==> config.mk <==
export PLATFORM = sky130hd
export DESIGN_NAME = piezo_alert_sched
export DESIGN_NICKNAME = d
export VERILOG_FILES = /design/src/rtl/piezo_pkg.sv /design/src/rtl/piezo_tone_gen.sv /design/src/rtl/piezo_alert_sched.sv
export SDC_FILE = /design/constraint.sdc
export NUM_CORES = 1
export LEC_CHECK = 0
export ABC_AREA = 1
export CORE_MARGIN = 5
export CORE_UTILIZATION = 55
export DETAILED_ROUTE_END_ITERATION = 7
export PLACE_DENSITY = 0.72
export SYNTH_ARGS = -nofsm -noshare
export SYNTH_HDL_FRONTEND = slang
export SYNTH_SLANG_ARGS = --single-unit
==> constraint.sdc <==
create_clock -name clk -period 2.17 [get_ports clk]
set_input_delay 0.3255 -clock clk [delete_from_list [all_inputs] [get_ports clk]]
set_output_delay 0.3255 -clock clk [all_outputs]
set_load 0.02 [all_outputs]
==> src/rtl/piezo_pkg.sv <==
// Shared types, alert timing table and priority arbiter for the piezo alert scheduler.
package piezo_pkg;

  typedef enum logic [1:0] {
    NONE  = 2'd0,
    STEER = 2'd1,
    BATT  = 2'd2,
    OVR   = 2'd3
  } alert_e;

  typedef enum logic [1:0] {
    IDLE = 2'd0,
    TONE = 2'd1,
    GAP  = 2'd2
  } state_e;

  typedef struct packed {
    logic [10:0] tone_len;  // ticks
    logic [10:0] gap_len;   // ticks
    logic [15:0] half_per;  // clk cycles per half wave
  } alert_cfg_t;

  localparam int unsigned FAST_DIV = 16;

  // Indexed by alert_e; NONE entry is never played.
  localparam alert_cfg_t ALERT_T [4] = '{
    '{tone_len: 11'd0,   gap_len: 11'd0,    half_per: 16'd1},
    '{tone_len: 11'd200, gap_len: 11'd1800, half_per: 16'd16384},
    '{tone_len: 11'd300, gap_len: 11'd700,  half_per: 16'd32768},
    '{tone_len: 11'd100, gap_len: 11'd100,  half_per: 16'd4096}
  };

  function automatic alert_e pick_winner(input logic ovr, input logic batt, input logic steer);
    if (ovr)   return OVR;
    if (batt)  return BATT;
    if (steer) return STEER;
    return NONE;
  endfunction

endpackage

==> src/rtl/piezo_tone_gen.sv <==
// Square-wave generator: wave toggles every half_per clk while enabled; clr restarts low.
module piezo_tone_gen (
  input  logic        clk,
  input  logic        rst_n,
  input  logic        clr,
  input  logic        en,
  input  logic [15:0] half_per,
  output logic        wave
);

  logic [15:0] cnt;

  // Half-period counter; wave flips on each wrap.
  always_ff @(posedge clk or negedge rst_n) begin
    if (!rst_n) begin
      cnt  <= '0;
      wave <= 1'b0;
    end else if (clr) begin
      cnt  <= '0;
      wave <= 1'b0;
    end else if (en) begin
      if (cnt == half_per - 16'd1) begin
        cnt  <= '0;
        wave <= ~wave;
      end else begin
        cnt <= cnt + 16'd1;
      end
    end
  end

endmodule

==> src/rtl/piezo_alert_sched.sv <==
// Piezo alert scheduler: fixed-priority arbitration of three alert requests,
// tone/gap sequencing on a 1 ms tick, differential piezo drive.
module piezo_alert_sched
  import piezo_pkg::*;
#(
  parameter bit          fast_sim = 1'b0,
  parameter int unsigned TICK_DIV = 50000
) (
  input  logic       clk,
  input  logic       rst_n,
  input  logic       ovr_spd,
  input  logic       batt_low,
  input  logic       en_steer,
  input  logic       mute,
  output logic       piezo,
  output logic       piezo_n,
  output logic [1:0] active
);

  localparam int unsigned DIV = fast_sim ? FAST_DIV : TICK_DIV;
  localparam int unsigned PW  = (DIV > 1) ? $clog2(DIV) : 1;
  localparam logic [PW-1:0] PRE_MAX = PW'(DIV - 1);

  state_e      state;
  alert_e      cur;
  alert_e      winner;
  alert_cfg_t  cfg;
  logic [PW-1:0] pre_cnt;
  logic [10:0] ph_cnt;
  logic [10:0] phase_len;
  logic        tick;
  logic        phase_end;
  logic        cur_req;
  logic        preempt;
  logic        tone_clr;
  logic        tone_en;
  logic        wave;

  // Arbitration, table lookup and phase/preempt decode.
  always_comb begin
    winner    = pick_winner(ovr_spd, batt_low, en_steer);
    cfg       = ALERT_T[cur];
    tick      = (pre_cnt == PRE_MAX);
    phase_len = (state == TONE) ? cfg.tone_len : cfg.gap_len;
    phase_end = tick && (ph_cnt == phase_len - 11'd1);
    unique case (cur)
      STEER:   cur_req = en_steer;
      BATT:    cur_req = batt_low;
      OVR:     cur_req = ovr_spd;
      default: cur_req = 1'b0;
    endcase
    // Level test is equivalent to a rising-edge test here: a held ovr_spd
    // always wins arbitration, so cur!=OVR with ovr_spd high means it just rose.
    preempt  = ovr_spd && (cur != OVR) && (state != IDLE);
    tone_en  = (state == TONE);
    tone_clr = (state != TONE) || preempt || mute;
  end

  piezo_tone_gen u_tone (
    .clk      (clk),
    .rst_n    (rst_n),
    .clr      (tone_clr),
    .en       (tone_en),
    .half_per (cfg.half_per),
    .wave     (wave)
  );

  // Alert FSM with prescaler, phase counter and registered pin drive.
  always_ff @(posedge clk or negedge rst_n) begin
    if (!rst_n) begin
      state   <= IDLE;
      cur     <= NONE;
      pre_cnt <= '0;
      ph_cnt  <= '0;
      piezo   <= 1'b0;
      piezo_n <= 1'b0;
      active  <= 2'd0;
    end else begin
      piezo   <= (state == TONE) && wave;
      piezo_n <= (state == TONE) && !wave;
      active  <= cur;

      if (mute) begin
        state   <= IDLE;
        cur     <= NONE;
        pre_cnt <= '0;
        ph_cnt  <= '0;
      end else begin
        unique case (state)
          IDLE: begin
            pre_cnt <= '0;
            ph_cnt  <= '0;
            if (winner != NONE) begin
              state <= TONE;
              cur   <= winner;
            end
          end
          TONE, GAP: begin
            if (preempt) begin
              state   <= TONE;
              cur     <= OVR;
              pre_cnt <= '0;
              ph_cnt  <= '0;
            end else if (!cur_req) begin
              state   <= IDLE;
              cur     <= NONE;
              pre_cnt <= '0;
              ph_cnt  <= '0;
            end else begin
              pre_cnt <= tick ? '0 : pre_cnt + 1'b1;
              if (phase_end) begin
                ph_cnt <= '0;
                if (state == TONE) begin
                  state <= GAP;
                end else if (winner != NONE) begin
                  state <= TONE;
                  cur   <= winner;
                end else begin
                  state <= IDLE;
                  cur   <= NONE;
                end
              end else if (tick) begin
                ph_cnt <= ph_cnt + 11'd1;
              end
            end
          end
          default: begin
            state   <= IDLE;
            cur     <= NONE;
            pre_cnt <= '0;
            ph_cnt  <= '0;
          end
        endcase
      end
    end
  end

endmodule

==> impl_metrics.csv <==
group,metric,value,unit
power,power_density,575,nW/um^2
sta,drv_slew,0,
power,internal_power,0.00152,W
critical_path,crit_type,"reg -> reg",
logic_synthesis,synthFlopType,"dfrtp_1",
sta,maxSlewHeadroom,0.563,
die,io_pins,10,
grt,grt-ovfl-total,0,
placement,dp_hpwl,5430,um
die,fp.dieW,89.0,um
sta,hold_slack,0.124,ns
placement,numPortBuffers,9,
die,start_util,0.572,
clocking,clockBufferDepth,2,
clocking,clk_pin_slew,0.09,ns
critical_path,end_kind,"register",
critical_path,worstPathCellList,"inv_1, ha_1, inv_4, nor2_1, nor2_1, nand2_1, nand2_1, nand2_1, nor2_2, nand3_4, nand2_4, nand2_2, nand2_1, nand2_1",
sta,setup_viol,0,
detailed_routing,drt_wl_total,7270,um
critical_path,cp_max_fo,11,
critical_path,cp_slowest_cell,"dfrtp_1",
critical_path,cp-startpoint,"state[1]",
finish,diodes,0,
critical_path,cp_slowest_stage_delay,0.39,ns
finish,final_net_count,507,
finish,mostFrequentLayoutCell,"nand2_1",
critical_path,cp.depth,14,
grt,grt_max_degree,53,
logic_synthesis,yosysSeqAreaShare,0.379,
die,rows,28,
logic_synthesis,yosys_warnings,0,
critical_path,crit_top_cell,"nand2_1",
grt,met1_usage,0.279,
critical_path,crit_arrival,2.21,ns
power,power.clock.fraction,0.327,
sta,finalCritPeriodShare,0.923,
finish,fin_util,0.625,
clocking,cts_tree,"built",
logic_synthesis,async_flop_share,1.00,
sta,rsz0062_at_grt,"no",
critical_path,r2r_slack,0.17,ns
die,die_area,7910,um^2
critical_path,path_buf_inv,2,
critical_path,r2r_end,"cur[1]",
clocking,cts_sinks,52,
logic_synthesis,syn_area,3430,um^2
logic_synthesis,syn_nets,488,
sta,worstMarginPinSlew,0.656,ns
die,die_h,89.0,um
outcome,outcome,"completed",
sta,min_period,2.00,ns
grt,antenna_found_initial,0,
logic_synthesis,synth_seq_cells,52,
die,coreArea,5990,um^2
sta,skew,0.00335,ns
detailed_routing,drtAntennaViolNets,0,
grt,grt_pass1_vias,2771,
grt,gr-usage-all-layers,0.202,
flow_run,maxCapViolCount,0,
placement,dp_slack,0.117,ns
logic_synthesis,postSynthAreaPerCell,7.30,um^2
critical_path,reg2reg_depth,14,
clocking,htree_levels,2,
power,total_power,0.00215,W
critical_path,cp_top_family,"simple AND/OR/NAND/NOR gates",
detailed_routing,vias,2924,
clocking,cts_resized,0,
critical_path,worstSetupStartpointType,"register",
critical_path,timing.rr.start,"state[1]",
clocking,worstSkewPairLatency,0.30,ns
sta,setup_slack,0.166,ns
finish,drive_gt1_frac,0.112,
detailed_routing,detail_route.wl_per_cell,12.9,um
sta,finalHoldViolCount,0,
logic_synthesis,netlist-cell-type-count,39,
power,netSwitchingFraction,0.292,
clocking,cts_hold_buf,0,
clocking,numCtsBuffers,5,
sta,fin_tns_setup,0,ns
hold_path,worstHoldPathType,"in -> async",
detailed_routing,drt-pass1-iter-count,4,
critical_path,required,2.37,ns
detailed_routing,vias_per_cell,5.18,
grt,use_met3,0.0341,
power,irDropWorstVdd,0.300,mV
logic_synthesis,syn_inst,470,
grt,grtUsageMet2,0.331,
power,power_frac_comb,0.203,
power,p_sw,0.000629,W
critical_path,crit_path_end,"cur[1]",
placement,gp_congestion,0.899,
clocking,postCtsSetupRepairBufs,0,
grt,top_usage_layer,"met2",
power,sequentialPowerShare,0.471,
power,leakage,1.76,nW
detailed_routing,drtIter0Drc,190,
grt,grt_pass1_wl,12700,um
clocking,cts_root_buf,"clkbuf_8",
logic_synthesis,synth-edff-count,0,
finish,final_cell_mix,"nand2_1, nor2_1, dfrtp_1, inv_1, nand3_1",
finish,area_growth,9.16,%
detailed_routing,route.detailed.drc,0,
sta,fmax,499,MHz
-- kinds of logic (layout without fill, tap and decap cells) --
| group | Yosys count | count (layout) | synth area share |
|---|---|---|---|
| AO/OA/AOI/OAI | 29 | 29 | 0.0489 |
| XOR/XNOR | 23 | 23 | 0.0587 |
| adder cells (fa/ha/maj) | 12 | 12 | 0.0438 |
| buffers and inverters | 66 | 86 | 0.0843 |
| flip-flops | 52 | 52 | 0.379 |
| AND/OR/NAND/NOR | 288 | 288 | 0.385 |
-- sequential cells by signal, indices dropped and copies added (netlist names) --
register and flops:
pre_cnt 16, u_tone.cnt 16, ph_cnt 11, active 2
cur 2, state 2, piezo 1, piezo_n 1
u_tone.wave 1
-- Yosys cell counts (3+ instances only) --
| cell | number | area, um^2 |
|---|---|---|
| nand2_1 | 129 | 484 |
| nor2_1 | 75 | 282 |
| dfrtp_1 | 52 | 1300 |
| inv_1 | 51 | 191 |
| nand3_1 | 28 | 140 |
| xor2_1 | 17 | 149 |
| nor3_1 | 15 | 75.1 |
| nand4_1 | 13 | 81.3 |
| ha_1 | 12 | 150 |
| o21ai_0 | 9 | 45.0 |
| a21oi_1 | 8 | 40.0 |
| inv_2 | 7 | 26.3 |
| nand2_2 | 7 | 43.8 |
| xnor2_1 | 6 | 52.6 |
| nor2_2 | 4 | 25.0 |
| buf_6 | 3 | 33.8 |
| nand2_4 | 3 | 33.8 |
| o21ai_1 | 3 | 15.0 |
| o22ai_1 | 3 | 18.8 |
-- stage by stage --
step,std cells,area [um^2]
2_1_floorplan,470,3430
3_3_place_gp,557,3610
3_5_place_dp,557,3610
4_1_cts,565,3740
5_1_grt,565,3740
6_report,565,3740
-- area by class of cell --
class	count	area (um^2)
well taps	75	93.8
clock inverters	2	38.8
fillers	539	2250
clock buffers	6	82.6
flip-flops and latches	52	1300
inverters	60	231
repair buffers	18	153
multi-input cells	352	1840
-- power by group through the flow --
stage	clock, W	sequential [W]	combinational (W)
after floorplan	0	0.00104	0.000288
after global placement	0	0.00103	0.000418
after detailed placement	0	0.00103	0.000427
after CTS	0.000723	0.00101	0.000431
after global routing	0.000767	0.00102	0.000491
final	0.000703	0.00101	0.000436
-- worst min path at each step --
stage,slack (ns),endpoint,depth (start not counted),from
detailed placement,0.43,active[0],0,cur[0]
global placement,0.42,active[0],0,cur[0]
floorplan,0.03,active[0],0,rst_n
finish,0.12,u_tone.cnt[10],2,rst_n
global route,0.18,u_tone.cnt[9],2,rst_n
CTS,0.14,u_tone.cnt[9],2,rst_n
-- routing by layer --
metal | vias to the layer above | share of wire
li1 | 1525 | -
met1 | 1332 | 0.47
met2 | 59 | 0.47
met3 | 8 | 0.041
met4 | 0 | 0.010
met5 | - | 0
-- worst reg2reg max path, delay by kind of cell (launching register included) --
kind | cells | cell delay (ns)
adders and majority gates | 1 | 0.28
buffers and inverters | 2 | 0.24
DFF | 1 | 0.39
and+or+nand+nor | 11 | 1.00
Power figures use the tool's default switching activity.
